$ cat src/rtl/bc_pkg.sv
`default_nettype none
// ---------------------------------------------------------------------------
// bc_pkg : shared basic-computer register defaults and command encoding
// rev 1.0
// ---------------------------------------------------------------------------
package bc_pkg;

   localparam int DEF_DATA_W = 8;
   localparam int DEF_BUS_W  = 16;

   typedef enum logic [1:0] {
      CMD_NONE = 2'd0,
      CMD_LOAD = 2'd1,
      CMD_CLR  = 2'd2,
      CMD_INC  = 2'd3
   } cmd_e;

endpackage
`default_nettype wire

$ cat src/rtl/eight_bit_io_register_sat_counter.sv
`default_nettype none
// ---------------------------------------------------------------------------
// sat_counter : up-counter that sticks at all-ones instead of wrapping
// rev 1.0
// ---------------------------------------------------------------------------
module sat_counter #(
   parameter int WIDTH = 8
) (
   input  logic             clk,
   input  logic             rst_n,
   input  logic             en,
   output logic [WIDTH-1:0] count
);

   always_ff @(posedge clk or negedge rst_n) begin
      if (!rst_n) begin
         count <= '0;
      end else if (en && (count != {WIDTH{1'b1}})) begin
         count <= count + 1'b1;
      end
   end

endmodule
`default_nettype wire

$ cat src/rtl/eight_bit_io_register.sv
`default_nettype none
// ---------------------------------------------------------------------------
// eight_bit_io_register : load-only INPR/OUTR register; clr/inc are flagged
// rev 1.0
// ---------------------------------------------------------------------------
module eight_bit_io_register
   import bc_pkg::*;
#(
   parameter int DATA_W   = DEF_DATA_W,
   parameter int BUS_W    = DEF_BUS_W,
   parameter int ERRCNT_W = 8
) (
   input  logic                clk,
   input  logic                rst_n,
   input  logic                load,
   input  logic                inc,
   input  logic                clr,
   input  logic [BUS_W-1:0]    in_data,
   output logic [DATA_W-1:0]   out_data,
   output logic                cmd_err,
   output logic [ERRCNT_W-1:0] err_count
);

   logic illegal;

   assign illegal = inc | clr;

   // Load still wins when it coincides with an illegal command.
   always_ff @(posedge clk or negedge rst_n) begin
      if (!rst_n) begin
         out_data <= '0;
         cmd_err  <= 1'b0;
      end else begin
         cmd_err <= illegal;
         if (load) begin
            out_data <= in_data[DATA_W-1:0];
         end
      end
   end

   sat_counter #(
      .WIDTH (ERRCNT_W)
   ) u_err_counter (
      .clk   (clk),
      .rst_n (rst_n),
      .en    (illegal),
      .count (err_count)
   );

   generate
      if (BUS_W > DATA_W) begin : g_bus_hi
         logic unused_bus_hi;
         assign unused_bus_hi = ^in_data[BUS_W-1:DATA_W];
      end
   endgenerate

`ifndef SYNTHESIS
   always @(posedge clk) begin
      if (rst_n && illegal) begin
         $display("Erronous command on input-output register");
      end
   end
`endif

endmodule
`default_nettype wire

$ cat config.mk
export PLATFORM = sky130hd
export DESIGN_NAME = eight_bit_io_register
export DESIGN_NICKNAME = d
export VERILOG_FILES = /design/src/rtl/bc_pkg.sv /design/src/rtl/eight_bit_io_register_sat_counter.sv /design/src/rtl/eight_bit_io_register.sv
export SDC_FILE = /design/constraint.sdc
export NUM_CORES = 1
export LEC_CHECK = 0
export ABC_AREA = 1
export BUFFER_PORTS_ARGS = -buffer_cell sky130_fd_sc_hd__buf_2
export CORE_MARGIN = 2
export CORE_UTILIZATION = 44
export CTS_CLUSTER_DIAMETER = 30
export DETAILED_ROUTE_END_ITERATION = 8
export HOLD_SLACK_MARGIN = 0.02
export PLACE_DENSITY = 0.76
export SYNTH_ARGS = -nofsm -noshare
export SYNTH_HDL_FRONTEND = slang
export SYNTH_SLANG_ARGS = --single-unit
$ cat constraint.sdc
create_clock -name clk -period 1.64 [get_ports clk]
set_input_delay 0.328 -clock clk [delete_from_list [all_inputs] [get_ports clk]]
set_output_delay 0.328 -clock clk [all_outputs]
set_load 0.01 [all_outputs]
==> reports/qor.txt, run 1 <==
Final Hold Viols - 0
most frequent cells in the layout - buf_2, nand2_1, dfrtp_1
WL/cell - 10.40 um
reg-to-reg setup timing slack - 0.26 ns
dpl cell area - 980.9 um2
via density per instance - 4.600
CTS tree - done
Final Max Tran Viols - 0
final WL - 1456 um
detailed-route DRC error count - 0
crit path time final - 1.382 ns
# diodes - 0
DRT Pass-1 Iters - 4
outcome - finished, final reports clean
Worst Max-Slew Pin Slew - 0.3714 ns
initial antenna violation count - 0
die span in y - 46.90 um
cts repair resizes - 0
area grow syn2layout - 25.66%
leakage - 0.5631 nW
Hold WS - 0.2671 ns
CTS sink count - 17
Net Sw Frac - 37.74%
register area share after synthesis - 52.55%
setup bufs post-CTS - 0
layout net count - 138
Sw Pwr - 0.4855 mW
RSZ-0062 raised after global routing - false
total CTS buffers - 3
Worst EP required - 1.81 ns
FP Rows - 15
post-route ant nets - 0
worst flop-to-flop path startpoint - u_err_counter.count[0]
H-Tree Depth - 1
clk_lat worst skew - 0.28 ns
Syn Area/Cell - 9.872 um2
Core Region - 0.001727 mm2
clock share of power - 16.9%
Synth Cell Area - 809.5 um2
share of post-route cells with drive strength above 1 - 42.61%
R2R cell count - 5
commonest non-fill, non-tap cell in the layout - buf_2
Min-Delay Path Class - in -> reg
vias in the first global route - 559
reg2reg end - u_err_counter.count[2]
Finish-stage setup viols - 0
Clock transition at path regs - 0.09 ns
Synth area leader - dfrtp_1
Initial Util - 46.88%
Placed Cells incl. Taps - 135
Highest Clock Rate - 0.7236 GHz
via count - 644
pwr dens - 1265 mW/mm2
Combinational Power Share - 34.5%
Hold Crit Start - in_data[3]
fin cells - 140
family with the most delay on the worst path - flip-flops
CP Data Arrival Time - 1.55 ns
chip width - 46.90 um
syn_nets - 104
I/O pins - 38
Synth Instances - 82
GPL Wtd Cong - 0.7536
Worst slew margin - 75.24%
area of the multi-input gates - 349.1 um2
largest net degree at the start of global routing - 18
IO buf count - 29
CP peak stage delay - 0.46 ns
Worst setup SP type - flip-flop
Finished Cell Area - 0.001017 mm2
CP Class - reg -> reg
HPWL after DPL - 1091 um
post-synth top area share - 52.55%
clock root buffer - clkbuf_4
cts hold-fix bufs - 1
sequential power share - 48.6%
Hold Crit Depth - 2
CP bufs+invs - 0
setup tns final - 0 ns
# fillers - 161
Clock Skew - 0.0009346 ns
first-pass GRT wire length - 2332 um
GRT Util Overall - 15.31%
Initial DRC Count - 11
grt ovf - 0
Max-Cap Viols - 0
Critical Path, Cell by Cell - ha_1, nand2_2, nor2_4, a21oi_2, a21oi_1
Sequential Area - 425.4 um2
VDD IR max - 0.0007663 V
Seq cells post-synth - 17
dominant cells by area after synthesis - dfrtp_1, mux2_2, nand2_1, inv_1, nand2_2
distinct cell type count after synthesis - 18
Int Power - 0.8010 mW
Critical Path End Type - flip-flop
CP Depth - 5
Max Buffers Root-to-Sink - 2
Die ar. - 0.002199 mm2
Crit-path slowest cell - dfrtp_1
crit share post-route - 84.27%
crit-path max FO - 7
Min-Delay Endpoint - out_data[3]
Yosys warning total - 0
==> Yosys cell counts <==
library cell   n
nor2_8         1
nand3_1        5
nand2_1       21
ha_1           1
mux2_2         8
nand2_2        4
nand4_1        1
nor2_4         1
nor2_1         6
a21oi_1        3
a21o_1         1
nand2_4        1
dfrtp_1       17
nor2_2         1
xnor2_1        1
a21oi_2        1
buf_2          1
inv_1          8
==> through the flow <==
step | worst slack, ns | power (mW) | utilization (%)
5_1_grt | 0.1532 | 1.389 | 58.91
2_1_floorplan | 0.3765 | 0.9118 | -
4_1_cts | 0.2679 | 1.301 | 58.91
6_report | 0.2580 | 1.287 | 58.91
3_3_place_gp | 0.2784 | 1.062 | 56.81
3_5_place_dp | 0.2958 | 1.079 | 56.81
==> area by class of cell <==
class	count	area share, %
timing repair buffer	30	15.25
tap	25	3.075
sequential	17	41.82
inverter	8	2.952
clock buffer	4	2.583
multi-input combinational	56	34.32
==> power groups by stage <==
stage / Clock, mW / Combinational [mW] / Sequential [mW]
2_1_floorplan: 0 / 0.247 / 0.665
3_3_place_gp: 0 / 0.436 / 0.626
3_5_place_dp: 0 / 0.444 / 0.634
4_1_cts: 0.224 / 0.449 / 0.628
5_1_grt: 0.243 / 0.503 / 0.643
6_report: 0.217 / 0.444 / 0.626
==> sequential cells by signal, summed over array words and instances (netlist names) <==
register	flops
cmd_err	1
out_data	8
u_err_counter.count	8
==> cells by family after synthesis <==
kind of cell,synth area share (%)
fa+ha+maj,1.545
mux,11.13
simple gates,25.50
compound gates,3.864
buf+inv,4.327
flops,52.55
xor+xnor,1.082
==> metal layers <==
metal  vias to the layer above  GRT usage (%)  share of wire (%)  wire length (um)
li1                        331              -                  -                 -
met1                       282          19.23                 48               700
met2                        29          25.21                 44               639
met3                         2          3.462                7.3               106
met4                         0          6.667               0.62                 9
met5                         -              0                  0                 0
==> worst max path at each step <==
stage	from	endpoint	slack (ns)
finish	u_err_counter.count[0]	u_err_counter.count[2]	0.26
global route	u_err_counter.count[0]	u_err_counter.count[2]	0.15
CTS	u_err_counter.count[0]	u_err_counter.count[2]	0.27
detailed placement	u_err_counter.count[0]	u_err_counter.count[2]	0.30
global placement	u_err_counter.count[0]	u_err_counter.count[2]	0.28
floorplan	u_err_counter.count[0]	u_err_counter.count[2]	0.38
Power figures use the tool's default switching activity.
==> inputs of run 2 (changes only) <==
- CORE_UTILIZATION: 44 -> 40
- PLACE_DENSITY: 0.76 -> 0.73
- clock period: 1.64 -> 1.19 ns (I/O delays scaled with it)
==> run 2 against run 1 <==
Effect of this change:
- the flow now finishes with violations (negative setup slack)
- utilization grew 3.9 points
- power grew 80%
- non-clock buffer count grew 13
- largest power group is now combinational logic
- hold slack lost 0.090 ns
==> reports/qor.txt, run 2 (same netlist as run 1, synthesis figures left out) <==
FP Rows - 16 (was 15)
initial antenna violation count - 0 (unchanged)
Crit-path slowest cell - dfrtp_1 (unchanged)
dpl cell area - 0.001036 mm2 (was 980.9 um2)
Initial Util - 41.69% (was 46.88%)
Final Max Tran Viols - 0 (unchanged)
Critical Path, Cell by Cell - buf_6, buf_6 (was ha_1, nand2_2, nor2_4, a21oi_2, a21oi_1)
Clock Skew - 0.004945 ns (was 0.0009346 ns)
Crit path top cell by count - buf_6
H-Tree Depth - 1 (unchanged)
via count - 718 (was 644)
Highest Clock Rate - 0.8131 GHz
crit-path max FO - 4 (was 7)
Final Util - 62.82% (was 58.91%)
top flop regs - out_data x8, u_err_counter.count x8, cmd_err x1 (unchanged)
largest net degree at the start of global routing - 18 (unchanged)
CP Class - reg -> out (was reg -> reg)
CTS tree - done (unchanged)
layout net count - 151 (was 138)
Core Region - 0.001942 mm2 (was 0.001727 mm2)
clk_lat worst skew - 0.29 ns (was 0.28 ns)
Initial DRC Count - 6 (was 11)
GPL Wtd Cong - 0.7716 (was 0.7536)
# fillers - 172 (was 161)
grt ovf - 0 (unchanged)
Die ar. - 0.002400 mm2 (was 0.002199 mm2)
CP Data Arrival Time - 0.99 ns (was 1.55 ns)
WL/cell - 11.97 um (was 10.40 um)
Worst Max-Slew Pin Slew - 0.5342 ns (was 0.3714 ns)
GRT Util Overall - 14.93% (was 15.31%)
first-pass GRT wire length - 2780 um (was 2332 um)
DRT Pass-1 Iters - 4 (unchanged)
CTS sink count - 17 (unchanged)
failing checks - negative setup slack
family with the most delay on the worst path - flip-flops (unchanged)
IO buf count - 29 (unchanged)
Min-Delay Path Class - in -> reg (unchanged)
pre-CTS WS - -0.02956 ns (was 0.2958 ns)
# diodes - 0 (unchanged)
crit path time final - 1.230 ns
CP peak stage delay - 0.44 ns (was 0.46 ns)
Finish-stage setup viols - 4 (was 0)
Clock transition at path regs - 0.10 ns (was 0.09 ns)
most frequent cells in the layout - buf_2, nand2_1, dfrtp_1 (unchanged)
Worst slew margin - 64.26% (was 75.24%)
CP bufs+invs - 2 (was 0)
die span in y - 48.99 um (was 46.90 um)
Critical Path End Type - primary output (was flip-flop)
clock root buffer - clkbuf_4 (unchanged)
HPWL after DPL - 1164 um (was 1091 um)
Worst setup SP type - flip-flop (unchanged)
post-route ant nets - 0 (unchanged)
share of post-route cells with drive strength above 1 - 53.13% (was 42.61%)
Max Buffers Root-to-Sink - 2 (unchanged)
VDD IR max - 0.001290 V (was 0.0007663 V)
detailed-route DRC error count - 0 (unchanged)
I/O pins - 38 (unchanged)
setup tns final - -0.08629 ns (was 0 ns)
leakage - 0.6542 nW (was 0.5631 nW)
total CTS buffers - 3 (unchanged)
chip width - 48.99 um (was 46.90 um)
RSZ-0062 raised after global routing - true (was false)
crit share post-route - 103.3%
Max-Cap Viols - 0 (unchanged)
area grow syn2layout - 50.70% (was 25.66%)
pwr dens - 1901 mW/mm2 (was 1265 mW/mm2)
Finished Cell Area - 0.001220 mm2 (was 0.001017 mm2)
vias in the first global route - 647 (was 559)
via density per instance - 4.632 (was 4.600)
commonest non-fill, non-tap cell in the layout - buf_2 (unchanged)
outcome - finished with violations (was finished, final reports clean)
Final Hold Viols - 0 (unchanged)
final WL - 1856 um (was 1456 um)
final worst slack - -0.03982 ns (was 0.2580 ns)
Worst EP required - 0.95 ns (was 1.81 ns)
## run 2: cell count changes in the layout (fill, tap and decap cells not counted), sizes merged
| cell | change |
|---|---|
| buf | +13 |
| clkbuf | -1 |
| clkinv | +1 |
## run 2: what timing repair did
action | in CTS | in global routing
hold endpoints to repair | 17 | 0
pin swaps | 1 | 7
endpoints found under the setup margin | 10 | 14
buffers inserted | 3 | 4
hold buffers | 1 | 0
gates resized for setup | 8 | 10
## run 2: area by class of cell
cell class | count | area [um2] | area share, %
Sequential cell | 17 | 427.9 | 35.08
Clock inverter | 1 | 5.005 | 0.4103
Inverter | 8 | 30.03 | 2.462
Tap cell | 27 | 33.78 | 2.769
Multi-Input combinational cell | 56 | 397.9 | 32.62
Timing Repair Buffer | 43 | 302.8 | 24.82
Clock buffer | 3 | 22.52 | 1.846
## run 2: final timing paths
kind / startpoint / end / slack [ns] / depth (start not counted)
worst max-delay path: u_err_counter.count[1] / err_count[1] / -0.04 / 2
worst min-delay path: in_data[5] / out_data[5] / 0.18 / 2
worst max register to register: u_err_counter.count[1] / u_err_counter.count[3] / -0.02 / 6
worst min register to register: out_data[2] / out_data[2] / 0.51 / 1
max in group asynchronous: rst_n / u_err_counter.count[2] / 0.51 / 2
min in group asynchronous: rst_n / u_err_counter.count[1] / 0.39 / 2
## run 2: where the power goes
part / internal (mW) / total, mW / switching (mW)
Clock: 0.125 / 0.302 / 0.177
Sequential: 0.715 / 0.848 / 0.133
Combinational: 0.639 / 1.17 / 0.530
Total: 1.48 / 2.32 / 0.840
## run 2: metal layers
metal | track usage (%) | wire (um) | up-vias
met1 | 18.45 | 743 | 333
met4 | 2.381 | 0 | 0
met5 | 0 | 0 | -
met3 | 5.521 | 143 | 0
met2 | 25.34 | 969 | 33
li1 | - | - | 352
## run 2: per-stage QoR
step / cells / total power [mW] / hold slack, ns
4_1_cts: 151 / 2.106 / 0.1721
2_1_floorplan: 82 / 1.270 / -0.05759
3_5_place_dp: 143 / 1.626 / 0.1800
3_3_place_gp: 143 / 1.597 / 0.1780
5_1_grt: 155 / 2.475 / 0.1654
6_report: 155 / 2.319 / 0.1775
==> inputs of run 3 (changes only) <==
- SYNTH_HIERARCHICAL: unset -> 1
==> run 3 against run 2 <==
Effect of this change:
- setup slack better by 0.038 ns
- sequential cell count stayed put
- combinational power is 26% lower
- utilization is 3.7 points lower
- wire length is 6.6% lower
- the run still ends with negative setup slack left
==> reports/qor.txt, run 3 <==
DRT Pass-1 Iters - 4 (unchanged)
Worst slew margin - 74.87% (was 64.26%)
share of post-route cells with drive strength above 1 - 42.45% (was 53.13%)
pwr dens - 1728 mW/mm2 (was 1901 mW/mm2)
Initial DRC Count - 14 (was 6)
Clock Skew - 0.001703 ns (was 0.004945 ns)
CTS tree - done (unchanged)
Synth Cell Area - 819.5 um2 (was 809.5 um2)
mux contribution to synthesized area - 0% (was 11.13%)
CP Class - reg -> out (unchanged)
WL/cell - 10.44 um (was 11.97 um)
Min-Delay Path Class - in -> reg (unchanged)
RSZ-0062 raised after global routing - true (unchanged)
CP peak stage delay - 0.43 ns (was 0.44 ns)
die span in y - 49.27 um (was 48.99 um)
syn_nets - 121 (was 104)
CP bufs+invs - 2 (unchanged)
final worst slack - -0.001982 ns (was -0.03982 ns)
Crit-path slowest cell - dfrtp_1 (unchanged)
Crit path top cell by count - buf_6 (unchanged)
first-pass GRT wire length - 2794 um (was 2780 um)
post-synthesis adder-cell area fraction - 1.527% (was 1.546%)
Initial Util - 42.20% (was 41.69%)
XOR/XNOR Fraction of Synth Area - 2.137% (was 1.082%)
Highest Clock Rate - 0.8389 GHz (was 0.8131 GHz)
crit share post-route - 100.2% (was 103.3%)
Max Buffers Root-to-Sink - 2 (unchanged)
most frequent cells in the layout - nand2_1, buf_2, dfrtp_1 (was buf_2, nand2_1, dfrtp_1)
via count - 752 (was 718)
Syn Area/Cell - 8.278 um2 (was 9.872 um2)
family with the most delay on the worst path - flip-flops (unchanged)
final WL - 1733 um (was 1856 um)
vias in the first global route - 690 (was 647)
Worst Max-Slew Pin Slew - 0.3770 ns (was 0.5342 ns)
Worst EP required - 0.95 ns (about the same)
Critical Path End Type - primary output (unchanged)
CP Data Arrival Time - 0.95 ns (was 0.99 ns)
top flop regs - out_data x8, u_err_counter/count x8, cmd_err x1 (was out_data x8, u_err_counter.count x8, cmd_err x1)
post-synth top area share - 51.91% (was 52.55%)
VDD IR max - 0.0008535 V (was 0.001290 V)
area grow syn2layout - 40.00% (was 50.70%)
Die ar. - 0.002427 mm2 (was 0.002400 mm2)
Synth Instances - 99 (was 82)
# fillers - 193 (was 172)
leakage - 0.6098 nW (was 0.6542 nW)
chip width - 49.27 um (was 48.99 um)
Core Region - 0.001942 mm2 (unchanged)
post-synthesis compound-gate area fraction - 1.221% (was 3.864%)
post-route ant nets - 0 (unchanged)
Seq cells post-synth - 17 (unchanged)
pre-CTS WS - 0.002714 ns (was -0.02956 ns)
GRT Util Overall - 15.08% (was 14.93%)
via density per instance - 4.530 (was 4.632)
Critical Path, Cell by Cell - buf_6, buf_6 (unchanged)
Clock transition at path regs - 0.09 ns (was 0.10 ns)
I/O pins - 38 (unchanged)
ys async rst share - 100.0% (unchanged)
Final Hold Viols - 0 (unchanged)
simple-gate share of the synthesized area - 38.32% (was 25.50%)
commonest non-fill, non-tap cell in the layout - nand2_1 (was buf_2)
Max-Cap Viols - 0 (unchanged)
outcome - finished with violations (unchanged)
initial antenna violation count - 0 (unchanged)
dominant cells by area after synthesis - dfrtp_1, nand2_1, nor2_1, nor2_4, nand2_8 (was dfrtp_1, mux2_2, nand2_1, inv_1, nand2_2)
Post-synth top cells - nand2_1, dfrtp_1, nor2_1, inv_1, nand3_1 (was nand2_1, dfrtp_1, inv_1, mux2_2, nor2_1)
HPWL after DPL - 1223 um (was 1164 um)
layout net count - 162 (was 151)
grt ovf - 0 (unchanged)
detailed-route DRC error count - 0 (unchanged)
GPL Wtd Cong - 0.7959 (was 0.7716)
failing checks - negative setup slack (unchanged)
distinct cell type count after synthesis - 21 (was 18)
total CTS buffers - 3 (unchanged)
largest net degree at the start of global routing - 18 (unchanged)
# diodes - 0 (unchanged)
Yosys warning total - 6 (was 0)
IO buf count - 29 (unchanged)
Final Max Tran Viols - 0 (unchanged)
CTS sink count - 17 (unchanged)
Finish-stage setup viols - 2 (was 4)
ys flop type - dfrtp_1 (unchanged)
EDFF count, synth - 0 (unchanged)
crit-path max FO - 3 (was 4)
Synth area leader - dfrtp_1 (unchanged)
clk_lat worst skew - 0.28 ns (was 0.29 ns)
crit path time final - 1.192 ns (was 1.230 ns)
largest family of logic cells by synthesized area - simple AND/OR/NAND/NOR gates (unchanged)
register area share after synthesis - 51.91% (was 52.55%)
Worst setup SP type - flip-flop (unchanged)
Final Util - 59.09% (was 62.82%)
H-Tree Depth - 1 (unchanged)
FP Rows - 16 (unchanged)
most numerous cell in the Yosys netlist - nand2_1 (unchanged)
clock root buffer - clkbuf_4 (unchanged)
==> run 3: changes by cell type in the layout (fill, tap and decap cells not counted), sizes merged, moves of 2 or more <==
cell / before / now
nand3: 5 / 3
nand2: 26 / 54
mux2: 8 / 0
buf: 42 / 36
a21oi: 4 / 1
==> run 3: cell type report <==
cell class                 count  area, um2  area share [%]
inverter                       7      31.28           2.726
clock buffer                   4      26.28           2.290
sequential                    17      429.2           37.40
timing repair buffer          37      237.7           20.72
multi-input combinational     74      389.1           33.91
tap                           27      33.78           2.944
==> run 3: metrics by stage <==
| stage | cells | hold slack, ns | setup TNS, ns | power (mW) | area, um2 |
|---|---|---|---|---|---|
| final | 166 | 0.1488 | -0.002502 | 1.983 | 1147 |
| after global routing | 166 | 0.1393 | -0.5842 | 2.142 | 1147 |
| after CTS | 164 | 0.1426 | -0.00008826 | 1.823 | 1081 |
| after detailed placement | 157 | 0.1809 | 0 | 1.447 | 1013 |
| after global placement | 157 | 0.1779 | 0 | 1.424 | 1013 |
| after floorplan | 99 | -0.05759 | -0.008696 | 1.177 | 823.3 |
==> run 3: final timing paths <==
path,start,to,slack (ns),cells past startpoint
min in group asynchronous,rst_n,u_err_counter/count[2],0.39,2
max in group asynchronous,rst_n,u_err_counter/count[0],0.50,2
worst max-delay path,u_err_counter/count[1],err_count[1],-0.002,2
worst min-delay path,in_data[5],out_data[5],0.15,3
worst min register to register,out_data[5],out_data[5],0.47,2
worst max register to register,u_err_counter/count[1],u_err_counter/count[1],-0.002,8
==> run 3: cells by family (layout without fill, tap and decap cells) <==
kind of cell    after synthesis  after routing
fa+ha+maj                     1              1
simple gates                 69             69
buf+inv                       8             48
flops                        17             17
xor+xnor                      2              2
compound gates                2              2
==> run 3: tightest hold or removal path, delay by kind of cell <==
family,cells,cell delay (ns)
buffers and inverters,1,0.07
AND/OR/NAND/NOR,2,0.09
==> run 3: report_power, final <==
part           internal, mW  switching [mW]
registers             0.699           0.115
logic                 0.445           0.424
clock network         0.130           0.170
==> run 3: routing by layer <==
metal | track usage, % | vias to the layer above | share of wire (%) | wire length, um
met5 | 0 | - | 0 | 0
met4 | 7.143 | 0 | 0.69 | 12
met3 | 3.681 | 2 | 5.3 | 91
met2 | 26.35 | 26 | 52 | 903
met1 | 17.06 | 345 | 42 | 725
li1 | - | 379 | - | -
==> run 3: timing repair <==
action,4_1_cts,5_1_grt
hold buffers,1,0
endpoints found under the hold margin,17,0
resized for setup,3,14
setup endpoints to repair,3,12
pin swaps,0,6
buffers inserted,2,2
